### src/rtl/accel_spi_responder.sv
// SPI mode-0 responder emulating an ADXL362-style register map (64 addresses) for the accelerometer reader.
// SCLK/CS/MOSI are oversampled on clk through 2-FF synchronizers plus an edge-detect stage.
module accel_spi_responder #(
  parameter logic [7:0] DEVID_AD  = 8'hAD,
  parameter logic [7:0] DEVID_MST = 8'h1D,
  parameter logic [7:0] PARTID    = 8'hF2
) (
  input  logic       clk,
  input  logic       reset,
  input  logic       SCLK,
  input  logic       CS,
  input  logic       MOSI,
  output logic       MISO,
  input  logic [7:0] accel_x,
  input  logic [7:0] accel_y,
  input  logic [7:0] accel_z,
  output logic [7:0] power_ctl,
  output logic       wr_valid,
  output logic [5:0] wr_addr,
  output logic [7:0] wr_data,
  output logic       busy,
  output logic       frame_error
);

  typedef enum logic [2:0] {
    S_IDLE, S_CMD, S_ADDR_RD, S_ADDR_WR, S_DATA_RD, S_DATA_WR, S_IGNORE
  } state_t;

  state_t      state_q, state_d;
  logic [2:0]  sclk_sync_q, sclk_sync_d;
  logic [2:0]  cs_sync_q, cs_sync_d;
  logic [1:0]  mosi_sync_q, mosi_sync_d;
  logic        cs_armed_q, cs_armed_d;
  logic [2:0]  bit_cnt_q, bit_cnt_d;
  logic [6:0]  rx_sr_q, rx_sr_d;
  logic [7:0]  tx_sr_q, tx_sr_d;
  logic [5:0]  addr_q, addr_d;
  logic        miso_q, miso_d;
  logic [7:0]  snap_x_q, snap_x_d, snap_y_q, snap_y_d, snap_z_q, snap_z_d;
  logic [7:0]  wreg_q [16];
  logic [7:0]  wreg_d [16];
  logic        wr_valid_q, wr_valid_d;
  logic [5:0]  wr_addr_q, wr_addr_d;
  logic [7:0]  wr_data_q, wr_data_d;
  logic        busy_q, busy_d;
  logic        frame_error_q, frame_error_d;

  logic        sclk_rise, sclk_fall, cs_fall, cs_rise;
  logic [7:0]  rx_byte;
  logic [5:0]  rd_addr;
  logic [7:0]  rd_data;

  always_comb begin
    sclk_sync_d = {sclk_sync_q[1:0], SCLK};
    cs_sync_d   = {cs_sync_q[1:0], CS};
    mosi_sync_d = {mosi_sync_q[0], MOSI};
    sclk_rise   = sclk_sync_q[1] & ~sclk_sync_q[2];
    sclk_fall   = ~sclk_sync_q[1] & sclk_sync_q[2];
    cs_rise     = cs_sync_q[1] & ~cs_sync_q[2];
    cs_fall     = ~cs_sync_q[1] & cs_sync_q[2];
    rx_byte     = {rx_sr_q, mosi_sync_q[1]};
    // In ADDR_RD the address is the byte just completed; in a burst it is the next address.
    rd_addr     = (state_q == S_ADDR_RD) ? rx_byte[5:0] : addr_q + 6'd1;
  end

  always_comb begin
    rd_data = 8'h00;
    if (rd_addr >= 6'h20 && rd_addr <= 6'h2E) begin
      rd_data = wreg_q[rd_addr[3:0]];
    end else begin
      case (rd_addr)
        6'h00:   rd_data = DEVID_AD;
        6'h01:   rd_data = DEVID_MST;
        6'h02:   rd_data = PARTID;
        6'h08:   rd_data = snap_x_q;
        6'h09:   rd_data = snap_y_q;
        6'h0A:   rd_data = snap_z_q;
        default: rd_data = 8'h00;
      endcase
    end
  end

  always_comb begin
    state_d       = state_q;
    bit_cnt_d     = bit_cnt_q;
    rx_sr_d       = rx_sr_q;
    tx_sr_d       = tx_sr_q;
    addr_d        = addr_q;
    miso_d        = miso_q;
    snap_x_d      = snap_x_q;
    snap_y_d      = snap_y_q;
    snap_z_d      = snap_z_q;
    wreg_d        = wreg_q;
    wr_valid_d    = 1'b0;
    wr_addr_d     = wr_addr_q;
    wr_data_d     = wr_data_q;
    frame_error_d = 1'b0;
    // A reset taken mid-frame must not see the still-low CS as a fresh frame start.
    cs_armed_d    = cs_armed_q | cs_sync_q[1];
    busy_d        = cs_armed_q & ~cs_sync_q[1];
    if (state_q != S_DATA_RD) miso_d = 1'b0;

    if (cs_rise) begin
      frame_error_d = (bit_cnt_q != 3'd0);
      state_d       = S_IDLE;
      bit_cnt_d     = 3'd0;
      miso_d        = 1'b0;
    end else if (cs_fall && cs_armed_q) begin
      state_d   = S_CMD;
      bit_cnt_d = 3'd0;
      miso_d    = 1'b0;
      snap_x_d  = accel_x;
      snap_y_d  = accel_y;
      snap_z_d  = accel_z;
    end else if (state_q != S_IDLE) begin
      if (sclk_rise) begin
        rx_sr_d   = rx_byte[6:0];
        bit_cnt_d = bit_cnt_q + 3'd1;
        if (bit_cnt_q == 3'd7) begin
          case (state_q)
            S_CMD: begin
              if (rx_byte == 8'h0B)      state_d = S_ADDR_RD;
              else if (rx_byte == 8'h0A) state_d = S_ADDR_WR;
              else                       state_d = S_IGNORE;
            end
            S_ADDR_RD: begin
              addr_d  = rx_byte[5:0];
              tx_sr_d = rd_data;
              state_d = S_DATA_RD;
            end
            S_ADDR_WR: begin
              addr_d  = rx_byte[5:0];
              state_d = S_DATA_WR;
            end
            S_DATA_RD: begin
              addr_d  = addr_q + 6'd1;
              tx_sr_d = rd_data;
            end
            S_DATA_WR: begin
              if (addr_q >= 6'h20 && addr_q <= 6'h2E) begin
                wreg_d[addr_q[3:0]] = rx_byte;
                wr_valid_d = 1'b1;
                wr_addr_d  = addr_q;
                wr_data_d  = rx_byte;
              end else if (addr_q == 6'h1F && rx_byte == 8'h52) begin
                for (int i = 0; i < 16; i++) wreg_d[i] = 8'h00;
                wr_valid_d = 1'b1;
                wr_addr_d  = addr_q;
                wr_data_d  = rx_byte;
              end
              addr_d = addr_q + 6'd1;
            end
            default: ;
          endcase
        end
      end else if (sclk_fall && state_q == S_DATA_RD) begin
        miso_d  = tx_sr_q[7];
        tx_sr_d = {tx_sr_q[6:0], 1'b0};
      end
    end
  end

  always_ff @(posedge clk) begin
    if (reset) begin
      state_q       <= S_IDLE;
      sclk_sync_q   <= '0;
      cs_sync_q     <= '0;
      mosi_sync_q   <= '0;
      cs_armed_q    <= 1'b0;
      bit_cnt_q     <= '0;
      rx_sr_q       <= '0;
      tx_sr_q       <= '0;
      addr_q        <= '0;
      miso_q        <= 1'b0;
      snap_x_q      <= '0;
      snap_y_q      <= '0;
      snap_z_q      <= '0;
      for (int i = 0; i < 16; i++) wreg_q[i] <= '0;
      wr_valid_q    <= 1'b0;
      wr_addr_q     <= '0;
      wr_data_q     <= '0;
      busy_q        <= 1'b0;
      frame_error_q <= 1'b0;
    end else begin
      state_q       <= state_d;
      sclk_sync_q   <= sclk_sync_d;
      cs_sync_q     <= cs_sync_d;
      mosi_sync_q   <= mosi_sync_d;
      cs_armed_q    <= cs_armed_d;
      bit_cnt_q     <= bit_cnt_d;
      rx_sr_q       <= rx_sr_d;
      tx_sr_q       <= tx_sr_d;
      addr_q        <= addr_d;
      miso_q        <= miso_d;
      snap_x_q      <= snap_x_d;
      snap_y_q      <= snap_y_d;
      snap_z_q      <= snap_z_d;
      wreg_q        <= wreg_d;
      wr_valid_q    <= wr_valid_d;
      wr_addr_q     <= wr_addr_d;
      wr_data_q     <= wr_data_d;
      busy_q        <= busy_d;
      frame_error_q <= frame_error_d;
    end
  end

  assign MISO        = miso_q;
  assign power_ctl   = wreg_q[13];
  assign wr_valid    = wr_valid_q;
  assign wr_addr     = wr_addr_q;
  assign wr_data     = wr_data_q;
  assign busy        = busy_q;
  assign frame_error = frame_error_q;

endmodule

### config.mk
export PLATFORM = sky130hd
export DESIGN_NAME = accel_spi_responder
export DESIGN_NICKNAME = d
export VERILOG_FILES = /design/src/rtl/accel_spi_responder.sv
export SDC_FILE = /design/constraint.sdc
export NUM_CORES = 1
export LEC_CHECK = 0
export BUFFER_PORTS_ARGS = -buffer_cell sky130_fd_sc_hd__buf_2
export CORE_MARGIN = 10
export CORE_UTILIZATION = 50
export CTS_CLUSTER_SIZE = 24
export DETAILED_ROUTE_END_ITERATION = 8
export HOLD_SLACK_MARGIN = 0.15
export PLACE_DENSITY = 0.67
export SYNTH_ARGS = -nofsm -noshare
export SYNTH_HDL_FRONTEND = slang
export SYNTH_SLANG_ARGS = --single-unit
### constraint.sdc
create_clock -name clk -period 8.6 [get_ports clk]
set_input_delay 0.43 -clock clk [delete_from_list [all_inputs] [get_ports clk]]
set_output_delay 0.43 -clock clk [all_outputs]
set_load 0.1 [all_outputs]
Yosys cells after proc, flatten, opt, wreduce, memory -nomap -nowiden --
Index checks and enable logic that the tools add are counted.
Operators by class: reduce and logical (&&, ||, !) cells 32, mux-type cells 33, equality and inequality tests 18, bitwise operators 18, magnitude comparators 7, add/sub/neg operators 2
Operators with widths (count):
- $mux W128 | 2
- $bwmux W128 | 1
- $mux W8 | 10
- $pmux W8 S6 | 1
- $bmux W8 S4 | 1
- $demux W8 S4 | 1
- $eq A6 B4 Y1 const B | 3
- $mux W6 | 3
- $eq A8 B4 Y1 const B | 2
- $ge A6 B6 Y1 const B | 2
- $le A6 B6 Y1 const B | 2
- $pmux W6 S2 | 1
- $reduce_and A4 Y1 | 3
- $reduce_and A6 Y1 | 2
- $reduce_bool A2 Y1 | 6
- $ge A5 B5 Y1 const B | 2
- $mux W1 | 10
- $not A1 Y1 | 10
- $not A4 Y5 | 2
- $reduce_or A2 Y1 | 5
- $eq A3 B3 Y1 const B | 3
- $pmux W3 S3 | 1
- $reduce_bool A3 Y1 | 3
- $eq A8 B7 Y1 const B | 1
- other kinds (21) | 33
Storage, ports and cells: logic and storage cells 145, bits of input ports 29, bits in registers 206, output and inout port bits 26

Depth between registers and ports, before layout --
depth after elaboration 10, mapped depth 12, mapped depth without buffers 9

Worst setup path after synthesis --
No wires, ideal clock.
path kind register -> register, start point register addr_q[0], end point register tx_sr_q[7], clock period less this slack 2761 ps, required time 8504 ps, cell stages (with the launch flop) 11, slack 5839 ps, setup time 96 ps, arrival time 2666 ps, path through dfxtp_1 > clkbuf_1 > inv_1 > ha_1 > a21oi_1 > buf_4 > nor2_1 > a32o_1 > or4_1 > and3_1 > o41ai_2
Between the ends: longest elaborated chain between the ends 10, elaborated cells on any way between the ends 20, those cells by class 1 x add/sub; 2 x order compare; 5 x eq/ne; 9 x mux; 1 x bitwise; 2 x reduce/logical
Ends and longest elaborated chain:
- from (decl) | RTL line 37 | logic [5:0] addr_q, addr_d;
- from (signal assigned) | RTL line 193 | addr_q <= addr_d;
- $add A6 B1 Y6 * | RTL line 63 | rd_addr = (state_q == S_ADDR_RD) ? rx_byte[5:0] : addr_q + 6'd1;
- $mux W6 * | RTL line 63
- $not A4 Y5 (not written as such) | RTL line 69 | rd_data = wreg_q[rd_addr[3:0]];
- $bmux W8 S4 | RTL line 69
- $mux W8 (not written as such) (2 in series) | RTL line 69
- $mux W8 * | RTL line 68 | if (rd_addr >= 6'h20 && rd_addr <= 6'h2E) begin
- $mux W8 * | RTL line 120 | case (state_q)
- $mux W8 * | RTL line 119 | if (bit_cnt_q == 3'd7) begin
- $mux W8 * | RTL line 116 | if (sclk_rise) begin
- to (signal assigned) | RTL line 192 | tx_sr_q <= tx_sr_d;
- to (decl) | RTL line 36 | logic [7:0] tx_sr_q, tx_sr_d;
Every way passes the cells marked *; elsewhere a longest branch is shown, timed or not. The select of a mux whose other input is x is not followed. A chain may end at the register's enable or synchronous reset.

Worst setup path in the final report --
start point register addr_q[0], end point register wreg_q[98] (netlist name)
Between the ends: longest elaborated chain between the ends 7, elaborated cells on any way between the ends 15, those cells by class 4 x order compare; 1 x eq/ne; 4 x mux; 1 x bitwise; 5 x reduce/logical
Ends and longest elaborated chain:
- $not A4 Y5 (not written as such) | RTL line 141 | wreg_d[addr_q[3:0]] = rx_byte;
- $ge A5 B5 Y1 (not written as such) or $lt A5 B1 Y1 (tied branches) | RTL line 141
- $logic_and A1 B1 Y1 (not written as such) | RTL line 141
- $mux W8 (not written as such) | RTL line 141
- $demux W8 S4 | RTL line 141
- $bwmux W128 | RTL line 141
- $mux W128 | RTL line 140 | if (addr_q >= 6'h20 && addr_q <= 6'h2E) begin
- to (signal assigned) | RTL line 198 | wreg_q <= wreg_d;
- to (decl) | RTL line 40 | logic [7:0] wreg_q [16];
Parallel ways exist; a longest one is shown, timed or not.

==> impl_metrics.ini <==
[outcome]
status = completed

[grt]
grt_overflow_total = 0
grt_max_degree = 130
grt_pass1_vias = 7944
antenna_found_initial = 0
grt_pass1_wl_um = 45200
grt_usage_pct = 22.3

[power_and_ir_drop]
power.leakage_nw = 3.67
ir_drop_v = 0.000115
power_density_nw_per_um2 = 184
power_w = 0.00191

[timing]
finClkSkew_ps = 10.1
min_period_ps = 3700
period_share_pct = 43.0
setup-violations-final = 0
slew_violations = 0
fin_tns_setup_ps = 0
fmax_ghz = 0.271
slew_headroom_pct = 31.8
rsz0062_at_grt = no
hold_viol = 0
worstMarginPinSlew_ps = 1020

[logic_synthesis]
synth_top_area_share_pct = 43.2
synth_fp_nets = 1249
yosys_warnings = 0
ys_ff_latch = 206
synth_ff_type = dfxtp_1
syn_inst = 1211
synth_largest_area_cell = dfxtp_1
yosysUniqueCellTypes = 67
synth_enable_flop_cells = 0
synth-seq-area-share_pct = 43.2
avgSynthCellArea_sq_um = 7.89
netlist_area_sq_um = 9550
ys_async_sr_fraction_pct = 0
synth_area_leaders = dfxtp_1, a22oi_1, nand2_1

[route]
via_count = 8743
drt_iter0_drc = 901
drt-pass1-iter-count = 5
ant_nets = 0
drc_errors = 0
vias_per_cell = 6.12
wl_um = 28400
wl_per_cell_um = 19.9

[die]
pin_count = 55
die_area_sq_um = 25000
row_count = 50
core_area_sq_um = 18800
die_y_um = 158
die_width_um = 158
initial_utilization_pct = 50.9

[cells_and_area]
stdcell_area_sq_um = 10400
area_growth_pct = 8.87
final_util_pct = 55.4
antennaDiodeCount = 0
final_layout_size_suffix_gt1_share_pct = 9.04
fin_nets = 1221

[flow_run]
max-cap-violations = 0

[cts]
clk_pin_slew_ps = 60
cts_made_buffers = 23
cts.path.max_buffers = 3
cts_root_buf = clkbuf_16
clock-sinks = 206
clk_latency_ps = 510
htreeDepth = 1
ctsResizeCount = 0
post-cts-setup-buffer-count = 0
ctsHoldBuffers = 2
cts_tree = built

[min_path]
hp-start = MOSI
hold_class = input pin to flip-flop

[placement]
hpwl_um = 17500
place_congestion = 0.862
placedInstanceArea_sq_um = 9690
port_buffers = 54

[setup_path]
startpoint = addr_q[0]$_SDFFE_PP0P_
crit_path_end_kind = flip-flop
cp-start-kind = flip-flop
cp_data_required_time_ps = 9030
arrival_ps = 4130
timing.rr.start = addr_q[0]$_SDFFE_PP0P_
critPathMaxFanout = 17
crit_type = flip-flop to flip-flop
[sequential cells by signal (all words and copies together), names as in the netlist, 6 cells and up]
signal,cells
snap_y_q,8
wreg_q,120
tx_sr_q,8
snap_x_q,8
wr_data,8
rx_sr_q,7
snap_z_q,8
power_ctl,8
wr_addr,6
addr_q,6
[synth_stat cells (9+ instances only)]
| cell | number |
|---|---|
| a22oi_1 | 128 |
| nand2_1 | 229 |
| nor2_1 | 180 |
| o21ai_0 | 14 |
| nand3_1 | 45 |
| a221oi_1 | 9 |
| nor2b_1 | 17 |
| and3_1 | 19 |
| dfxtp_1 | 206 |
| nor3_1 | 9 |
| clkbuf_1 | 75 |
| buf_4 | 10 |
| ha_1 | 9 |
| a211oi_1 | 13 |
| buf_2 | 24 |
| a21oi_1 | 59 |
| mux2i_1 | 27 |
| inv_1 | 14 |
[cells by family after synthesis]
family	synth area share (%)
flops	43.2
simple gates	25.6
compound gates	20.2
mux	3.42
xor+xnor	0.459
buf+inv	5.97
fa+ha+maj	1.18
[stage by stage]
stage | std cells | hold slack, ps | setup WS [ps]
final | 1429 | 160 | 4900
after global routing | 1429 | 162 | 4670
after detailed placement | 1390 | 423 | 5000
after CTS | 1429 | 150 | 4980
after floorplan | 1211 | 414 | 5840
after global placement | 1390 | 427 | 5070
[final timing paths]
check                           slack (ps)                        end  cells after the start
worst max-delay path                  4900    wreg_q[98]$_SDFFE_PP0P_                      8
worst min-delay path                   160  mosi_sync_q[0]$_SDFF_PP0_                      2
worst max register to register        4900    wreg_q[98]$_SDFFE_PP0P_                      8
worst min register to register         440  sclk_sync_q[1]$_SDFF_PP0_                      1
[power breakdown]
group          switching (W)  internal, W  leakage [nW]
logic              0.0000221   0.00000886          1.67
clock network       0.000376     0.000544         0.336
registers         0.00000213     0.000957          1.66
total               0.000400      0.00151          3.67
[per-layer routing]
layer	GRT usage [%]	vias to the layer above	wire [um]
li1	-	4148	-
met1	30.0	4241	12600
met2	36.3	302	13200
met3	3.74	52	1830
met4	5.60	0	718
met5	0	-	0
[final cells by class]
type,instances,area (sq um)
clock inverter,3,40.0
tap,234,293
multi-input combinational,873,4880
timing repair buffer,65,364
fill,1789,8370
inverter,14,52.6
clock buffer,34,647
sequential,206,4120
[placed cells by master (no fill, tap or decap), drive strengths merged, types with 3 or more instances in the layout]
cell	netlist	layout
nor3b	6	6
mux2	3	3
buf	43	63
a21oi	60	60
nor2b	17	17
a32o	3	3
a211oi	13	13
or3	4	4
o21ai	14	14
and2	8	8
nand2	229	229
mux2i	28	28
nand3	45	45
nand2b	5	5
nor3	9	9
a2111oi	5	5
dfxtp	206	206
xnor2	3	3
nor2	181	181
and4	3	3
or2	3	3
a22oi	128	128
o31ai	3	3
ha	9	9
inv	14	14
nand4	8	8
a2bb2oi	3	3
a31oi	3	3
nor4	3	3
a21o	4	4
and3	19	19
a311oi	8	8
nand3b	5	5
a221oi	9	9
clkbuf	75	34
[worst max-delay path, cell delays in order (launching register included)]
cell	delay [ps]
dfxtp_1	540
ha_1	490
nand4_1	220
nor4_1	340
o2111ai_1	240
or3_1	620
nor2_2	800
a22oi_1	210
nor2_1	140
Power figures use the tool's default switching activity.
